<file path="src/rtl/cube_job_scheduler.sv">
// cube_job_scheduler: job FIFO + launcher in front of systolic_cube_with_mc.
// Each job carries {src, dst} base addresses that relocate the cube's RAM
// read/write addresses while that job runs. Optional macro
// CUBE_SCHED_TIMEOUT_EN adds a RUN watchdog that raises a sticky oError and
// abandons the hung job without counting it.
module cube_job_scheduler #(
  parameter int RAM_DEPTH = 2048,
  parameter int QUEUE_DEPTH = 4,
  parameter int TIMEOUT_CYCLES = 4096,
  localparam int ADDR_W = $clog2(RAM_DEPTH)
) (
  input  logic              iClk,
  input  logic              iRst,
  input  logic              iJobValid,
  output logic              oJobReady,
  input  logic [ADDR_W-1:0] iJobSrcBase,
  input  logic [ADDR_W-1:0] iJobDstBase,
  output logic              oBusy,
  output logic              oJobDone,
  output logic [15:0]       oDoneCount,
  output logic              oCubeStart,
  input  logic              iCubeReady,
  input  logic [ADDR_W-1:0] iCubeAddrRd,
  output logic [ADDR_W-1:0] oAddrForDataWeightRam,
  input  logic              iCubeWrEn,
  input  logic [ADDR_W-1:0] iCubeAddrWr,
  input  logic [31:0]       iCubeData,
  output logic              oWrEnForResultRam,
  output logic [ADDR_W-1:0] oAddrForResultRam,
  output logic [31:0]       oDataToResultRam,
  output logic              oError
);
  localparam int PTR_W = $clog2(QUEUE_DEPTH);
  typedef enum logic [1:0] {S_IDLE, S_LAUNCH, S_RUN, S_COMPLETE} state_t;
  state_t            r_state, w_state_nxt;
  logic [ADDR_W-1:0] r_fifo_src [QUEUE_DEPTH];
  logic [ADDR_W-1:0] r_fifo_dst [QUEUE_DEPTH];
  logic [PTR_W-1:0]  r_wr_ptr, r_rd_ptr;
  logic [PTR_W:0]    r_count;
  logic [ADDR_W-1:0] r_src_q, r_dst_q;
  logic              r_ready_d;
  logic [15:0]       r_done_count;
  logic              w_full, w_empty, w_push, w_pop, w_ready_edge;
  logic              w_timeout, w_suppress;

  assign w_full       = r_count == (PTR_W+1)'(QUEUE_DEPTH);
  assign w_empty      = r_count == '0;
  assign w_push       = iJobValid && !w_full;
  assign w_pop        = r_state == S_LAUNCH;
  assign w_ready_edge = iCubeReady && !r_ready_d;

  assign oJobReady  = !w_full;
  assign oBusy      = r_state != S_IDLE || !w_empty;
  assign oDoneCount = r_done_count;

  // Relocation is purely combinational; bases are frozen for the whole job.
  assign oAddrForDataWeightRam = iCubeAddrRd + r_src_q;
  assign oAddrForResultRam     = iCubeAddrWr + r_dst_q;
  assign oDataToResultRam      = iCubeData;

  // Job storage; entries need no reset because occupancy is tracked separately.
  always_ff @(posedge iClk) begin
    if (w_push) begin
      r_fifo_src[r_wr_ptr] <= iJobSrcBase;
      r_fifo_dst[r_wr_ptr] <= iJobDstBase;
    end
  end

  // FIFO pointers and occupancy; push and pop in the same cycle cancel out.
  always_ff @(posedge iClk) begin
    if (iRst) begin
      r_wr_ptr <= '0;
      r_rd_ptr <= '0;
      r_count  <= '0;
    end else begin
      if (w_push) r_wr_ptr <= r_wr_ptr + 1'b1;
      if (w_pop) r_rd_ptr <= r_rd_ptr + 1'b1;
      r_count <= (w_push && !w_pop) ? r_count + 1'b1 :
                 (!w_push && w_pop) ? r_count - 1'b1 : r_count;
    end
  end

  // Active job bases, ready history for edge detection, completion counter.
  always_ff @(posedge iClk) begin
    if (iRst) begin
      r_src_q      <= '0;
      r_dst_q      <= '0;
      r_ready_d    <= 1'b0;
      r_done_count <= '0;
    end else begin
      r_ready_d <= iCubeReady;
      if (r_state == S_LAUNCH) begin
        r_src_q <= r_fifo_src[r_rd_ptr];
        r_dst_q <= r_fifo_dst[r_rd_ptr];
      end
      if (r_state == S_COMPLETE && !w_suppress) r_done_count <= r_done_count + 16'd1;
    end
  end

`ifdef CUBE_SCHED_TIMEOUT_EN
  logic [31:0] r_wd;
  logic        r_err, r_timed_out;
  assign w_timeout  = r_state == S_RUN && !w_ready_edge && r_wd == 32'(TIMEOUT_CYCLES - 1);
  assign w_suppress = r_timed_out;
  assign oError     = r_err;
  // Watchdog: counts RUN cycles of the current job; a timeout is sticky in r_err.
  always_ff @(posedge iClk) begin
    if (iRst) begin
      r_wd        <= '0;
      r_err       <= 1'b0;
      r_timed_out <= 1'b0;
    end else begin
      r_wd <= (r_state == S_LAUNCH) ? '0 : (r_state == S_RUN) ? r_wd + 32'd1 : r_wd;
      if (w_timeout) begin
        r_err       <= 1'b1;
        r_timed_out <= 1'b1;
      end else if (r_state == S_LAUNCH) r_timed_out <= 1'b0;
    end
  end
`else
  logic w_unused_cfg;
  assign w_unused_cfg = TIMEOUT_CYCLES[0];
  assign w_timeout    = 1'b0;
  assign w_suppress   = 1'b0;
  assign oError       = 1'b0;
`endif

  // State register.
  always_ff @(posedge iClk) begin
    if (iRst) r_state <= S_IDLE;
    else r_state <= w_state_nxt;
  end

  // Next state and handshake outputs; a job pushed this cycle counts as queued.
  always_comb begin
    w_state_nxt       = r_state;
    oCubeStart        = 1'b0;
    oJobDone          = 1'b0;
    oWrEnForResultRam = 1'b0;
    case (r_state)
      S_IDLE: w_state_nxt = (!w_empty || w_push) ? S_LAUNCH : S_IDLE;
      S_LAUNCH: begin
        oCubeStart  = 1'b1;
        w_state_nxt = S_RUN;
      end
      S_RUN: begin
        oWrEnForResultRam = iCubeWrEn;
        w_state_nxt       = (w_ready_edge || w_timeout) ? S_COMPLETE : S_RUN;
      end
      default: begin
        oJobDone    = !w_suppress;
        w_state_nxt = (!w_empty || w_push) ? S_LAUNCH : S_IDLE;
      end
    endcase
  end
endmodule

</file>
<file path="config.mk">
export PLATFORM = sky130hd
export DESIGN_NAME = cube_job_scheduler
export DESIGN_NICKNAME = d
export VERILOG_FILES = /design/src/rtl/cube_job_scheduler.sv
export SDC_FILE = /design/constraint.sdc
export NUM_CORES = 1
export LEC_CHECK = 0
export ABC_AREA = 1
export BUFFER_PORTS_ARGS = -buffer_cell sky130_fd_sc_hd__clkbuf_2
export CORE_UTILIZATION = 40
export DETAILED_ROUTE_END_ITERATION = 6
export PLACE_DENSITY = 0.69
export SLEW_MARGIN = 5
export SYNTH_ARGS = -nofsm -noshare
export SYNTH_HDL_FRONTEND = slang
export SYNTH_SLANG_ARGS = --single-unit
</file>
<file path="constraint.sdc">
create_clock -name iClk -period 2.04 [get_ports iClk]
set_clock_uncertainty 0.2 [all_clocks]
set_input_delay 0.408 -clock iClk [delete_from_list [all_inputs] [get_ports iClk]]
set_output_delay 0.408 -clock iClk [all_outputs]
set_load 0.01 [all_outputs]
</file>
==> results by group <==
Placed design
  – Worst Setup Slack post-DPL: -0.314 ns
  – Placed wire-length estimate after detailed placement: 10800 um
  – IO Port Bufs: 91
  – Routability-driven placement congestion ratio: 0.871

GRT
  – Pin count of the biggest net entering global routing: 47
  – Number of antenna violations at the first check in global routing: 0
  – Global Route Usage Sum: 0.189
  – Global-route wire length before repair: 25800 um
  – Total overflow reported by the global router: 0
  – Number of global-route vias before repair: 5235

Setup path
  – Master of the slowest instance on the critical path: dfxtp_4
  – Depth of the worst register-to-register path: 11
  – Combined buffer and inverter count along the critical path: 3
  – Kind of cell adding the most delay to the critical path: adder cells
  – Kind of launch point of the worst setup path: flop
  – Data required, critical path: 1.43 ns
  – Maximum fanout along the worst path: 3
  – Worst r2r src: r_state[1]
  – CP max stage delay: 0.37 ns
  – Sort of element at the end of the critical path: output pin
  – Minimum setup slack among reg-to-reg paths: 0.15 ns
  – Critical setup path kind: flop to output pin
  – Cells along the critical path: ha_4 -> inv_2 -> fa_2 -> inv_2 -> nand3_2 -> nand3_4 -> nand2_2 -> a21o_1 -> nand2_2 -> buf_6
  – Worst EP arrival: 1.95 ns
  – End of the worst register-to-register path: r_count[2]

Power
  – Peak supply drop: 0.000670 V
  – Reported leakage power: 0.00392 uW
  – Switching power: 4150 uW
  – Switching power as a share of total power: 0.371
  – Power Total: 11200 uW
  – Part of the total power dissipated in the clock network: 0.255
  – Cell Pwr Density: 1260 nW/um^2
  – Share of power burned in combinational logic: 0.412
  – Pint: 7050 uW
  – Part of the total power dissipated in sequential elements: 0.334

Drt
  – Remaining antenna violation count: 0
  – Iteration-0 DRC count of the detailed router: 233
  – Vias after detailed routing: 5330
  – Total wire length: 16100 um
  – Count of TritonRoute iterations in the first routing pass: 4
  – Post-detailed-route wirelength per cell: 14.3 um
  – Total DRC errors in the routed layout: 0
  – Via density per instance: 4.74

Yosys
  – Synth Register Bits: 136
  – Library cells used by synthesis: 29
  – Synth Instances: 782
  – Count of synthesis-stage warnings from yosys: 0
  – Library cell occupying the most area in the post-synthesis netlist: edfxtp_1
  – Mapped Nets: 897
  – Register area share after synthesis: 0.527
  – Top cell type's share of synthesized area: 0.386
  – Average cell area after synthesis: 8.75 um^2
  – Summed instance area of the synthesized netlist: 6840 um^2
  – Ranking of synthesized cells by area: edfxtp_1 39%, dfxtp_1 14%, nor2_1 8.7%

Die
  – I/O pin count: 157
  – Core region area: 16600 um^2
  – Die outline area: 17600 um^2
  – Horizontal die dimension: 133 um
  – Initial standard-cell utilization of the core: 0.411
  – Floorplan row count: 47
  – Die Span Y: 133 um

Layout
  – Filler cells: 1456
  – Number of nets in the finished design: 1006
  – Synth-to-layout area growth: 29.7%
  – Total inserted antenna cells: 0
  – Ratio of cells with drive above 1 in the final layout: 0.314

STA
  – Final clock period utilization by the worst path: 1.25
  – Maximum operating frequency: 391 MHz
  – Shortest period the worst path allows: 2.56 ns
  – Post-layout worst setup margin: -0.520 ns
  – Slew @ Worst Pin: 0.548 ns
  – Count of final hold-check violations: 0
  – Slew Limit Fails: 0
  – Normalized max-slew margin: 0.634
  – RSZ-0062 raised after global routing: true
  – Setup-failing EPs final: 20

Clocking
  – Worst-skew pair later-pin latency: 0.42 ns
  – Clock Sinks: 136
  – Maximum count of clock buffers along a single path: 2
  – Root buffer cell: clkbuf_16
  – CTS tree: done
  – TritonCTS Buffers: 17
  – H-tree lvl count: 4
  – Clock-pin slew on the worst setup and hold paths: 0.06 ns

Run
  – Max Cap Violations: 0

Run status
  – Outcome: finished, violations left
  – Violations in the final reports: setup timing

Hold path
  – Path class of the lowest-slack min-delay path: primary input to flop
  – Hold Path Depth: 1
  – Endpoint of the worst hold path: r_fifo_dst[2][4]
  – Hold path startpoint: iJobDstBase[4]
[logic make-up (layout without fill, tap and decap cells)]
logic type,Yosys count,count (layout),share of synthesized area
flops,136,136,0.527
other cells,1,1,0.000548
compound gates,127,127,0.0940
simple gates,318,318,0.189
buf+inv,153,275,0.108
fa+ha+maj,34,34,0.0655
xor+xnor,13,13,0.0166
[power by group through the flow]
| stage | clock, uW | combinational [uW] | sequential (uW) |
|---|---|---|---|
| 2_1_floorplan | 0 | 2560 | 3600 |
| 3_3_place_gp | 0 | 3760 | 3690 |
| 3_5_place_dp | 0 | 3820 | 3700 |
| 4_1_cts | 2920 | 4280 | 3730 |
| 5_1_grt | 3030 | 5130 | 3780 |
| 6_report | 2850 | 4610 | 3730 |
[per-stage QoR]
step                      hold WS (ns)   util  instance area, um^2  TNS, ns  cells
final                           0.0136  0.533                 8870    -6.97   1124
after CTS                      0.00154  0.522                 8680    -7.14   1119
after global routing           0.00926  0.533                 8870    -8.49   1124
after detailed placement         0.289  0.460                 7650    -2.98   1076
after global placement           0.276  0.460                 7650    -2.80   1076
after floorplan                  0.253      -                 6930   -24.75    782
[layer usage]
layer	GRT usage	part of all wire	vias to the layer above
li1	-	-	2731
met1	0.237	0.44	2418
met2	0.309	0.49	124
met3	0.0391	0.042	57
met4	0.0920	0.032	0
met5	0	0	-
[state kept, by name, indices dropped and copies added, names as in the netlist, 2 cells and up]
register and cells:
r_rd_ptr 2, oDoneCount 16, r_dst_q 11, r_src_q 11, r_count 3, r_fifo_src 44, r_state 2, r_fifo_dst 44
r_wr_ptr 2
[synth_stat cells, drive strengths merged]
master    n
nand2   112
fa        3
o21ai   100
edfxtp   88
nand4     9
xnor2     3
conb      1
buf      44
nor3      4
a21o      2
a21oi    24
clkbuf   11
nor3b     1
o21a      1
dfxtp    48
ha       31
nor2    160
inv      98
nand3    32
xor2     10
[worst reg2reg max path, cell delays in order, from the launching register on]
cell,delay (ns)
dfxtp_2,0.33
inv_2,0.05
ha_4,0.16
inv_1,0.07
ha_1,0.14
inv_1,0.07
fa_1,0.38
nor2_1,0.11
nor2_1,0.04
nand2_1,0.07
o21ai_0,0.07
a21oi_1,0.13
[area by class of cell]
cell class	count	area, um^2	area share
flip-flops and latches	136	3640	0.410
inverters	98	368	0.0415
well taps	220	275	0.0310
clock inverters	15	130	0.0147
clock buffers	17	425	0.0479
repair buffers	145	985	0.111
multi-input cells	493	3050	0.344
[placed cells by master (no fill, tap or decap), types with 13 or more instances in the layout]
cell type  count
nor2_1       150
nand2_1       91
inv_1         88
edfxtp_1      88
o21ai_0       78
clkbuf_2      74
buf_4         36
dfxtp_1       28
o21ai_1       22
nand2_2       19
a21oi_1       18
ha_4          18
clkbuf_16     17
nand3_1       16
dfxtp_2       15
buf_2         14
ha_1          13
[worst max-delay path by stage]
| stage | start | end | slack [ns] | depth (start not counted) |
|---|---|---|---|---|
| floorplan | r_count[0] | r_fifo_dst[0][0] | -0.28 | 4 |
| global placement | iCubeAddrRd[0] | oAddrForDataWeightRam[8] | -0.27 | 11 |
| detailed placement | iCubeAddrRd[0] | oAddrForDataWeightRam[6] | -0.31 | 11 |
| CTS | r_src_q[0] | oAddrForDataWeightRam[6] | -0.52 | 10 |
| global route | r_src_q[0] | oAddrForDataWeightRam[6] | -0.61 | 10 |
| finish | r_src_q[0] | oAddrForDataWeightRam[8] | -0.52 | 10 |
[what timing repair did]
action                     in CTS  in global routing
buffers inserted                7                  6
setup endpoints to repair      21                 25
gates resized for setup        77                 54
hold buffers                    5                  0
gates cloned                    0                  0
hold endpoints to repair       17                  0
pin swaps                      27                 18
Note: power is estimated with default switching activity, not from simulation.
